$ cat config.mk
export PLATFORM = sky130hd
export DESIGN_NAME = ctrl_fsm_flat
export DESIGN_NICKNAME = d
export VERILOG_FILES = /design/src/rtl/ctrl_pkg.sv /design/src/rtl/ctrl_fsm_if.sv /design/src/rtl/ctrl_decode.sv /design/src/rtl/ctrl_fsm.sv /design/src/flat_wrapper.sv
export SDC_FILE = /design/constraint.sdc
export NUM_CORES = 1
export LEC_CHECK = 0
export ABC_AREA = 1
export CAP_MARGIN = 20
export CORE_ASPECT_RATIO = 1.75
export CORE_UTILIZATION = 39
export CTS_BUF_LIST = sky130_fd_sc_hd__clkbuf_2 sky130_fd_sc_hd__clkbuf_4 sky130_fd_sc_hd__clkbuf_8
export DETAILED_ROUTE_END_ITERATION = 12
export GPL_TIMING_DRIVEN = 1
export PLACE_DENSITY_LB_ADDON = 0.15
export SLEW_MARGIN = 30
export SYNTH_ARGS = -nofsm -noshare
export SYNTH_HDL_FRONTEND = slang
export SYNTH_HIERARCHICAL = 1
export SYNTH_SLANG_ARGS = --single-unit
$ cat constraint.sdc
create_clock -name clk -period 2.65 [get_ports clk]
set_input_delay 0.53 -clock clk [delete_from_list [all_inputs] [get_ports clk]]
set_output_delay 0.53 -clock clk [all_outputs]
set_load 0.02 [all_outputs]
$ cat src/rtl/ctrl_pkg.sv
// ctrl_pkg: shared constants for the multi-cycle MIPS main control unit.
//   - opcode encodings (Instruction[31:26])
//   - FSM state encoding
//   - ALUOp class encodings
package ctrl_pkg;

   localparam logic [5:0] OP_RTYPE = 6'b000000;
   localparam logic [5:0] OP_ADDI  = 6'b001000;
   localparam logic [5:0] OP_LW    = 6'b100011;
   localparam logic [5:0] OP_SW    = 6'b101011;
   localparam logic [5:0] OP_BEQ   = 6'b000100;

   localparam logic [3:0] ALUOP_ADD   = 4'b0000;
   localparam logic [3:0] ALUOP_SUB   = 4'b0001;
   localparam logic [3:0] ALUOP_FUNCT = 4'b0010;

   // FSM state encoding
   typedef logic [2:0] state_t;
   localparam state_t ST_FETCH  = 3'd0;
   localparam state_t ST_DECODE = 3'd1;
   localparam state_t ST_EXEC   = 3'd2;
   localparam state_t ST_MEM    = 3'd3;
   localparam state_t ST_WB     = 3'd4;

endpackage

$ cat src/rtl/ctrl_fsm_if.sv
// ctrl_fsm_if: bundle between the control unit and the MIPS datapath.
//   master : the control unit (drives control lines, reads OpCode/mem_ready)
//   slave  : the datapath side (drives OpCode/mem_ready, reads control lines)
interface ctrl_fsm_if #(
   parameter int OPW    = 6,
   parameter int ALUOPW = 4
) ();
   logic [OPW-1:0]    OpCode;
   logic              mem_ready;
   logic              RegDst;
   logic              AluSrc;
   logic              MemtoReg;
   logic              RegWrite;
   logic              MemRead;
   logic              MemWrite;
   logic              Branch;
   logic [ALUOPW-1:0] ALUOp;
   logic              pc_en;
   logic              illegal;
   logic [31:0]       instr_cnt;
   logic [31:0]       cycle_cnt;

   modport master (
      input  OpCode, mem_ready,
      output RegDst, AluSrc, MemtoReg, RegWrite, MemRead, MemWrite, Branch, ALUOp,
      output pc_en, illegal, instr_cnt, cycle_cnt
   );

   modport slave (
      output OpCode, mem_ready,
      input  RegDst, AluSrc, MemtoReg, RegWrite, MemRead, MemWrite, Branch, ALUOp,
      input  pc_en, illegal, instr_cnt, cycle_cnt
   );
endinterface

$ cat src/rtl/ctrl_decode.sv
// ctrl_decode: combinational static-field decode of the latched opcode.
//   ir_op    in  : latched opcode
//   RegDst, AluSrc, MemtoReg, ALUOp out : static datapath controls
//   legal    out : opcode is one of the supported instructions
module ctrl_decode
   import ctrl_pkg::*;
#(
   parameter int OPW    = 6,
   parameter int ALUOPW = 4
) (
   input  logic [OPW-1:0]    ir_op,
   output logic              RegDst,
   output logic              AluSrc,
   output logic              MemtoReg,
   output logic [ALUOPW-1:0] ALUOp,
   output logic              legal
);

   always_comb begin
      RegDst   = 1'b0;
      AluSrc   = 1'b0;
      MemtoReg = 1'b0;
      ALUOp    = ALUOP_ADD;
      legal    = 1'b1;
      case (ir_op)
         OP_RTYPE: begin
            RegDst = 1'b1;
            ALUOp  = ALUOP_FUNCT;
         end
         OP_ADDI:  AluSrc = 1'b1;
         OP_LW: begin
            AluSrc   = 1'b1;
            MemtoReg = 1'b1;
         end
         OP_SW:    AluSrc = 1'b1;
         OP_BEQ:   ALUOp  = ALUOP_SUB;
         default:  legal  = 1'b0;
      endcase
   end

endmodule

$ cat src/rtl/ctrl_fsm.sv
// ctrl_fsm: multi-cycle main control unit for the MIPS datapath.
//   clk   in : rising-edge clock
//   reset in : asynchronous active-high reset
//   bus       : ctrl_fsm_if.master (OpCode/mem_ready in, control strobes, pc_en,
//               illegal, instr_cnt/cycle_cnt out)
// Optional: define CTRL_PERF_CNT_EN to build the cycle/retired-instruction counters;
// otherwise both counter outputs are tied to zero.
module ctrl_fsm
   import ctrl_pkg::*;
#(
   parameter int OPW    = 6,
   parameter int ALUOPW = 4
) (
   input  logic      clk,
   input  logic      reset,
   ctrl_fsm_if.master bus
);

   state_t         state_q, state_d;
   logic [OPW-1:0] ir_op_q;
   logic           illegal_q;

   logic              dec_reg_dst, dec_alu_src, dec_mem_to_reg, dec_legal;
   logic [ALUOPW-1:0] dec_alu_op;

   ctrl_decode #(.OPW(OPW), .ALUOPW(ALUOPW)) u_decode (
      .ir_op    (ir_op_q),
      .RegDst   (dec_reg_dst),
      .AluSrc   (dec_alu_src),
      .MemtoReg (dec_mem_to_reg),
      .ALUOp    (dec_alu_op),
      .legal    (dec_legal)
   );

   logic is_lw, is_sw, is_beq;
   assign is_lw  = (ir_op_q == OP_LW);
   assign is_sw  = (ir_op_q == OP_SW);
   assign is_beq = (ir_op_q == OP_BEQ);

   always_comb begin
      state_d = state_q;
      case (state_q)
         ST_FETCH:  state_d = ST_DECODE;
         ST_DECODE: state_d = dec_legal ? ST_EXEC : ST_FETCH;
         ST_EXEC: begin
            if (is_lw || is_sw) state_d = ST_MEM;
            else if (is_beq)    state_d = ST_FETCH;
            else                state_d = ST_WB;
         end
         ST_MEM: begin
            if (bus.mem_ready) state_d = is_lw ? ST_WB : ST_FETCH;
         end
         ST_WB:     state_d = ST_FETCH;
         default:   state_d = ST_FETCH;
      endcase
   end

   always_ff @(posedge clk or posedge reset) begin
      if (reset) begin
         state_q   <= ST_FETCH;
         ir_op_q   <= '0;
         illegal_q <= 1'b0;
      end else begin
         state_q <= state_d;
         if (state_q == ST_FETCH) ir_op_q <= bus.OpCode;
         if (state_q == ST_DECODE && !dec_legal) illegal_q <= 1'b1;
      end
   end

   // Static fields are forced to 0 in FETCH; ir_op_q still holds the previous instruction.
   logic in_fetch;
   assign in_fetch = (state_q == ST_FETCH);

   assign bus.RegDst   = dec_reg_dst    & ~in_fetch;
   assign bus.AluSrc   = dec_alu_src    & ~in_fetch;
   assign bus.MemtoReg = dec_mem_to_reg & ~in_fetch;
   assign bus.ALUOp    = in_fetch ? '0 : dec_alu_op;

   assign bus.RegWrite = (state_q == ST_WB);
   assign bus.MemRead  = (state_q == ST_MEM) & is_lw;
   assign bus.MemWrite = (state_q == ST_MEM) & is_sw;
   assign bus.Branch   = (state_q == ST_EXEC) & is_beq;
   assign bus.illegal  = illegal_q;

   // Asserted in the final state of each instruction; only the sw term sees mem_ready.
   logic pc_en;
   assign pc_en = (state_q == ST_WB)
                | ((state_q == ST_MEM) & is_sw & bus.mem_ready)
                | ((state_q == ST_EXEC) & is_beq)
                | ((state_q == ST_DECODE) & ~dec_legal);
   assign bus.pc_en = pc_en;

`ifdef CTRL_PERF_CNT_EN
   logic [31:0] instr_cnt_q, cycle_cnt_q;

   always_ff @(posedge clk or posedge reset) begin
      if (reset) begin
         instr_cnt_q <= '0;
         cycle_cnt_q <= '0;
      end else begin
         cycle_cnt_q <= cycle_cnt_q + 32'd1;
         if (pc_en) instr_cnt_q <= instr_cnt_q + 32'd1;
      end
   end

   assign bus.instr_cnt = instr_cnt_q;
   assign bus.cycle_cnt = cycle_cnt_q;
`else
   assign bus.instr_cnt = '0;
   assign bus.cycle_cnt = '0;
`endif

endmodule

$ cat src/flat_wrapper.sv
// flat-port wrapper written by rule: the top's interface ports become plain ports
module ctrl_fsm_flat import ctrl_pkg::*;
#(
   parameter int OPW    = 6,
   parameter int ALUOPW = 4
)
  (clk, reset, bus_OpCode, bus_mem_ready, bus_RegDst, bus_AluSrc, bus_MemtoReg, bus_RegWrite, bus_MemRead, bus_MemWrite, bus_Branch, bus_ALUOp, bus_pc_en, bus_illegal, bus_instr_cnt, bus_cycle_cnt);
  ctrl_fsm_if #(.OPW(OPW), .ALUOPW(ALUOPW)) bus_i ();
  input  logic clk;
  input  logic reset;
  input wire logic [$bits(bus_i.OpCode)-1:0] bus_OpCode;
  input wire logic [$bits(bus_i.mem_ready)-1:0] bus_mem_ready;
  output wire logic [$bits(bus_i.RegDst)-1:0] bus_RegDst;
  output wire logic [$bits(bus_i.AluSrc)-1:0] bus_AluSrc;
  output wire logic [$bits(bus_i.MemtoReg)-1:0] bus_MemtoReg;
  output wire logic [$bits(bus_i.RegWrite)-1:0] bus_RegWrite;
  output wire logic [$bits(bus_i.MemRead)-1:0] bus_MemRead;
  output wire logic [$bits(bus_i.MemWrite)-1:0] bus_MemWrite;
  output wire logic [$bits(bus_i.Branch)-1:0] bus_Branch;
  output wire logic [$bits(bus_i.ALUOp)-1:0] bus_ALUOp;
  output wire logic [$bits(bus_i.pc_en)-1:0] bus_pc_en;
  output wire logic [$bits(bus_i.illegal)-1:0] bus_illegal;
  output wire logic [$bits(bus_i.instr_cnt)-1:0] bus_instr_cnt;
  output wire logic [$bits(bus_i.cycle_cnt)-1:0] bus_cycle_cnt;
  assign bus_i.OpCode = bus_OpCode;
  assign bus_i.mem_ready = bus_mem_ready;
  assign bus_RegDst = bus_i.RegDst;
  assign bus_AluSrc = bus_i.AluSrc;
  assign bus_MemtoReg = bus_i.MemtoReg;
  assign bus_RegWrite = bus_i.RegWrite;
  assign bus_MemRead = bus_i.MemRead;
  assign bus_MemWrite = bus_i.MemWrite;
  assign bus_Branch = bus_i.Branch;
  assign bus_ALUOp = bus_i.ALUOp;
  assign bus_pc_en = bus_i.pc_en;
  assign bus_illegal = bus_i.illegal;
  assign bus_instr_cnt = bus_i.instr_cnt;
  assign bus_cycle_cnt = bus_i.cycle_cnt;
  ctrl_fsm #(.OPW(OPW), .ALUOPW(ALUOPW)) u_core (.clk(clk), .reset(reset), .bus(bus_i));
endmodule
==> run_results.csv, run 1 <==
group,metric,value,unit
worst_hold_path,whs_endpoint,"u_core/bus.illegal$_DFFE_PP0P_",
finish,nFillCells,315,
synth,yosys_warnings,6,
clock_network,clkTransAtPathRegs,0.05,ns
worst_setup_path,r2r_end,"u_core/bus.illegal$_DFFE_PP0P_",
clock_network,root_buffer,"clkbuf_8",
floorplanning,ios,86,
timing,timing.setup.tns,0,ns
finish,nets,200,
clock_network,numCtsBuffers,3,
place,dp.cells,214,
power,p_leak,0.675,nW
clock_network,holdBufCountCts,0,
timing,max_freq,0.421,GHz
timing,final.setup.worst_slack,0.276,ns
synth,syn_area,1200,um2
floorplanning,fp.coreArea,2930,um2
clock_network,cts_setup_buffers,0,
finish,instances_no_fill,218,
floorplanning,die_y,75.5,um
detailed_routing,ant_nets,0,
worst_hold_path,min-delay-start,"u_core/bus.illegal$_DFFE_PP0P_",
floorplanning,rows,26,
grt,grt.overflow.total,0,
worst_setup_path,end_kind,"output port",
worst_setup_path,r2r_slack,1.44,ns
grt,grt_max_degree,18,
worst_setup_path,cp.required,2.12,ns
timing,finalHoldViolCount,0,
place,pre_cts_slack,0.354,ns
detailed_routing,dr_total_vias,832,
detailed_routing,drt_wl_total,1730,um
status,status,"finished with violations",
timing,rsz0062_at_grt,"false",
place,dpl.hpwl,1520,um
synth,synthCells,171,
power,peakVddDrop,0.452,mV
grt,antenna_found_initial,0,
worst_setup_path,worstSetupPathType,"reg2out",
synth,yosysUniqueCellTypes,19,
synth,syn_avg_cell_area,7.03,um2
detailed_routing,via_per_inst,3.82,
finish,area_growth,0.104,%
job,cap_violations,0,
worst_setup_path,worst_ep_arrival_time,1.84,ns
floorplanning,start_util,41.1,%
clock_network,clock_latency,0.23,ns
worst_hold_path,hold_depth,2,
timing,holdWs,0.460,ns
worst_setup_path,r2r_start,"u_core/ir_op_q[5]$_DFFE_PP0P_",
clock_network,tritoncts,"done",
timing,setup-violations-final,0,
detailed_routing,drc,1,
timing,fin_skew,0.000413,ns
detailed_routing,drt_iter0_markers,19,
power,powerDensity,944,nW/um2
finish,finish.instance_area,1200,um2
floorplanning,die_area,3320,um2
place,placed_area,1140,um2
worst_setup_path,cp_max_fo,4,
grt,grt_pass1_wl,2670,um
clock_network,cts_num_sinks,10,
place,portBuffers,19,
worst_setup_path,rr_worst_depth,6,
timing,finalCritPeriodShare,89.6,%
finish,drive_gt1_share,10.5,%
timing,slew_violations,0,
timing,min_period,2.37,ns
detailed_routing,wl_per_cell,7.94,um
worst_hold_path,hp-class,"reg2reg",
clock_network,clockBufferDepth,2,
finish,insertedDiodeCount,0,
status,violations,"design-rule violations",
place,gp_congestion,0.808,
grt,track_usage,10.7,%
clock_network,htreeDepth,1,
worst_setup_path,startpoint_type,"flop",
grt,first_global_vias,638,
floorplanning,die-width,44.0,um
synth,ys_ff_latch,10,
synth,yosysSeqAreaShare,20.8,%
detailed_routing,dr.pass1.iters,10,
cells in the mapped netlist (all sizes together):
| cell type | n | share of area, % |
|---|---|---|
| buf | 68 | 43 |
| nor2 | 26 | 9.2 |
| o21ai | 4 | 2.0 |
| nand4 | 2 | 1.0 |
| conb | 2 | 0.62 |
| dfrtp | 10 | 21 |
| nor3 | 2 | 1.2 |
| nand3 | 10 | 5.0 |
| nand2 | 20 | 7.7 |
| a21oi | 1 | 0.42 |
| inv | 26 | 8.5 |
repair_timing:
action                     CTS  global route
setup endpoints to repair    0             1
hold endpoints to repair     0             0
gates resized for setup      0             2
power by group:
group	total (mW)	leakage [nW]	switching [mW]	internal (mW)
registers	0.317	0.120	0.0941	0.223
logic	0.630	0.527	0.432	0.198
clock network	0.189	0.0288	0.0588	0.131
total	1.14	0.675	0.585	0.552
sequential cells by signal, summed over array words and instances, names as in the netlist:
signal,count
u_core/bus.illegal,1
u_core/state_q,3
u_core/ir_op_q,6
layer usage:
| metal | vias up | routed length (um) | global-route usage, % |
|---|---|---|---|
| li1 | 412 | - | - |
| met1 | 366 | 544 | 10.8 |
| met2 | 52 | 1050 | 20.7 |
| met3 | 2 | 126 | 2.84 |
| met4 | 0 | 10 | 3.70 |
| met5 | - | 0 | 0 |
worst max-delay path, cell delays in order (launching register included):
cell,delay [ns]
dfrtp_1,0.41
nor2_1,0.17
nand3_1,0.13
nor2_1,0.14
inv_1,0.05
nor2_1,0.10
clkdlybuf4s50_1,0.60
layout make-up:
cell class              count  area (um2)  share of cell area (%)
clock buffers               4        55.1                    4.57
flip-flops and latches     10         251                    20.9
multi-input cells         131         567                    47.1
well taps                  28        35.0                    2.91
inverters                  26         103                    8.52
repair buffers             19         193                    16.0
through the flow:
step,total power [mW],util (%)
CTS,1.15,41.0
finish,1.14,41.1
global placement,0.946,39.1
floorplan,0.930,-
global route,1.24,41.1
detailed placement,0.959,39.1
worst max path at each step:
stage	cells past startpoint	endpoint	slack [ns]	start
after global routing	6	bus_ALUOp[1]	0.13	u_core/ir_op_q[4]$_DFFE_PP0P_
after floorplan	6	bus_ALUOp[1]	0.94	u_core/ir_op_q[1]$_DFFE_PP0P_
after detailed placement	10	bus_pc_en	0.35	u_core/ir_op_q[3]$_DFFE_PP0P_
after CTS	9	bus_pc_en	0.1	u_core/ir_op_q[5]$_DFFE_PP0P_
after global placement	9	bus_pc_en	0.38	u_core/ir_op_q[3]$_DFFE_PP0P_
final	6	bus_RegDst	0.28	u_core/ir_op_q[5]$_DFFE_PP0P_
kinds of logic (layout without fill, tap and decap cells):
kind of cell / after synthesis / count (layout) / share of synthesized area (%)
other: 2 / 66 / 0.625
AND/OR/NAND/NOR: 60 / 60 / 24.1
AO/OA/AOI/OAI: 5 / 5 / 2.39
flip-flops: 10 / 10 / 20.8
buffers and inverters: 94 / 49 / 52.0
cell usage in the layout, fill, tap and decap left out, drive strengths merged:
cell type / n
dlymetal6s2s: 1
nand3: 10
o21ai: 4
nor3: 2
dfrtp: 10
a21oi: 1
inv: 26
conb: 66
nand2: 20
nor2: 26
nand4: 2
clkbuf: 4
clkdlybuf4s50: 18
(Power assumes the default switching activity.)
==> run 2: changes to the inputs <==
--- a/config.mk
+++ b/config.mk
@@ -8,6 +8,7 @@
 export ABC_AREA = 1
 export CAP_MARGIN = 20
 export CORE_ASPECT_RATIO = 1.75
+export CORE_MARGIN = 8
 export CORE_UTILIZATION = 39
 export CTS_BUF_LIST = sky130_fd_sc_hd__clkbuf_2 sky130_fd_sc_hd__clkbuf_4 sky130_fd_sc_hd__clkbuf_8
 export DETAILED_ROUTE_END_ITERATION = 12
==> run_results.csv, run 2 (synthesis results as in run 1) <==
group,metric,value,unit
power,p_int,550,uW
power,powerDensity,955,nW/um2
detailed_routing,via_per_inst,3.87,
worst_hold_path,hold_depth,2,
grt,grt_max_degree,18,
finish,nFillCells,342,
floorplanning,die_y,89.5,um
finish,insertedDiodeCount,0,
power,switchingPower,597,uW
worst_setup_path,cp_max_fo,5,
worst_setup_path,end_kind,"output port",
finish,drive_gt1_share,10.0,%
grt,antenna_found_initial,0,
worst_setup_path,rr_worst_depth,6,
finish,fin_util,41.1,%
grt,first_global_vias,935,
timing,min_period,2.42,ns
finish,final_cell_mix,"66 x conb_1, 25 x inv_1, 21 x nor2_1, 18 x clkdlybuf4s50_1, 15 x nand2_1",
grt,track_usage,10.1,%
timing,finalHoldViolCount,0,
detailed_routing,drc,0,
grt,grt.overflow.total,0,
clock_network,clock_latency,0.24,ns
power,swShare,52.0,%
floorplanning,die_area,5190,um2
power,p_leak,0.676,nW
power,peakVddDrop,0.536,mV
worst_setup_path,cp.required,2.12,ns
timing,slew_violations,0,
finish,final_common_cell,"conb_1",
timing,finalCritPeriodShare,91.3,%
floorplanning,die-width,58.0,um
worst_hold_path,hp-class,"reg2reg",
power,p_comb_share,55.5,%
floorplanning,ios,86,
floorplanning,rows,26,
finish,nets,200,
clock_network,root_buffer,"clkbuf_8",
detailed_routing,ant_nets,0,
worst_setup_path,worstSetupPathType,"reg2out",
finish,area_growth,-0.000250,%
status,status,"finished clean",
timing,timing.setup.tns,0,ns
detailed_routing,dr.pass1.iters,4,
timing,rsz0062_at_grt,"false",
timing,max_freq,0.413,GHz
grt,grt_pass1_wl,4070,um
place,portBuffers,19,
detailed_routing,dr_total_vias,844,
clock_network,tritoncts,"done",
timing,fin_skew,0.00116,ns
clock_network,cts_num_sinks,10,
power,seq_power_share,27.6,%
place,gp_congestion,0.808,
clock_network,numCtsBuffers,3,
finish,largest_reg_flops,6,
worst_setup_path,worst_ep_arrival_time,1.89,ns
timing,setup-violations-final,0,
floorplanning,start_util,41.1,%
detailed_routing,drt_iter0_markers,8,
clock_network,htreeDepth,1,
detailed_routing,wl_per_cell,11.6,um
job,cap_violations,0,
detailed_routing,drt_wl_total,2530,um
worst_setup_path,startpoint_type,"flop",
clock_network,clkTransAtPathRegs,0.05,ns
finish,regMostFlops,"u_core/ir_op_q",
power,clockPowerShare,16.9,%
clock_network,clockBufferDepth,2,
floorplanning,fp.coreArea,2930,um2
place,dpl.hpwl,2280,um
run 2: cell types whose count changed in the layout (fill, tap and decap cells not counted):
cell	previous run	this run
dfrtp_1	9	10
dfrtp_2	1	0
run 2: worst max-delay path: stages (launching register included):
cell and delay [ns]:
dfrtp_1 0.43, nor2_1 0.15, nand3_1 0.13, nor2_1 0.18, inv_1 0.06, nor2_1 0.10
clkdlybuf4s50_1 0.61
run 2: metrics by stage:
| stage | worst slack, ns | power, mW | instance area (um2) | hold WS (ns) | instances |
|---|---|---|---|---|---|
| 6_report | 0.231 | 1.15 | 1200 | 0.488 | 218 |
| 5_1_grt | 0.0570 | 1.26 | 1200 | 0.533 | 218 |
| 4_1_cts | 0.130 | 1.16 | 1200 | 0.505 | 218 |
| 3_5_place_dp | 0.356 | 0.960 | 1140 | 0.494 | 214 |
| 3_3_place_gp | 0.363 | 0.943 | 1140 | 0.496 | 214 |
| 2_1_floorplan | 0.937 | 0.930 | 1440 | 0.370 | 235 |
run 2: metal layers:
metal  global-route usage, %  vias up  routed length [um]
met5                       0        -                   0
met1                    8.27      381                 759
met3                    3.17        4                 249
met4                    6.73        0                  48
li1                        -      410                   -
met2                    19.6       49                1470
run 2: power by group through the flow:
stage | registers, mW | clock network, mW | logic [mW]
6_report | 0.317 | 0.194 | 0.637
5_1_grt | 0.332 | 0.205 | 0.723
4_1_cts | 0.318 | 0.198 | 0.643
3_5_place_dp | 0.319 | 0 | 0.641
3_3_place_gp | 0.314 | 0 | 0.629
2_1_floorplan | 0.296 | 0 | 0.634
run 2: what timing repair did:
item                       CTS  global route
resized for setup            0             1
hold buffers                 0             0
buffers inserted             0             0
setup endpoints to repair    0             1
run 2: cell type report:
cell class	count	area, um2	share of cell area (%)
clock buffers	4	55.1	4.58
inverters	26	103	8.53
repair buffers	19	193	16.0
well taps	28	35.0	2.91
multi-input cells	131	567	47.1
flip-flops and latches	10	250	20.8
run 2: worst paths after layout:
kind / startpoint / end / slack [ns]
max in group asynchronous: reset / u_core/ir_op_q[1]$_DFFE_PP0P_ / 1.80
min in group asynchronous: reset / u_core/bus.illegal$_DFFE_PP0P_ / 0.57
max: u_core/ir_op_q[4]$_DFFE_PP0P_ / bus_ALUOp[1] / 0.23
min reg2reg: u_core/bus.illegal$_DFFE_PP0P_ / u_core/bus.illegal$_DFFE_PP0P_ / 0.49
min: u_core/bus.illegal$_DFFE_PP0P_ / u_core/bus.illegal$_DFFE_PP0P_ / 0.49
max reg2reg: u_core/ir_op_q[2]$_DFFE_PP0P_ / u_core/bus.illegal$_DFFE_PP0P_ / 1.47
==> run 3: changes to the inputs <==
--- a/config.mk
+++ b/config.mk
@@ -11,6 +11,7 @@
 export CORE_MARGIN = 8
 export CORE_UTILIZATION = 39
 export CTS_BUF_LIST = sky130_fd_sc_hd__clkbuf_2 sky130_fd_sc_hd__clkbuf_4 sky130_fd_sc_hd__clkbuf_8
+export CTS_CLUSTER_SIZE = 28
 export DETAILED_ROUTE_END_ITERATION = 12
 export GPL_TIMING_DRIVEN = 1
 export PLACE_DENSITY_LB_ADDON = 0.15
==> results of run 3 <==
The final DEF is identical to that of run 2; final timing and power are the same.
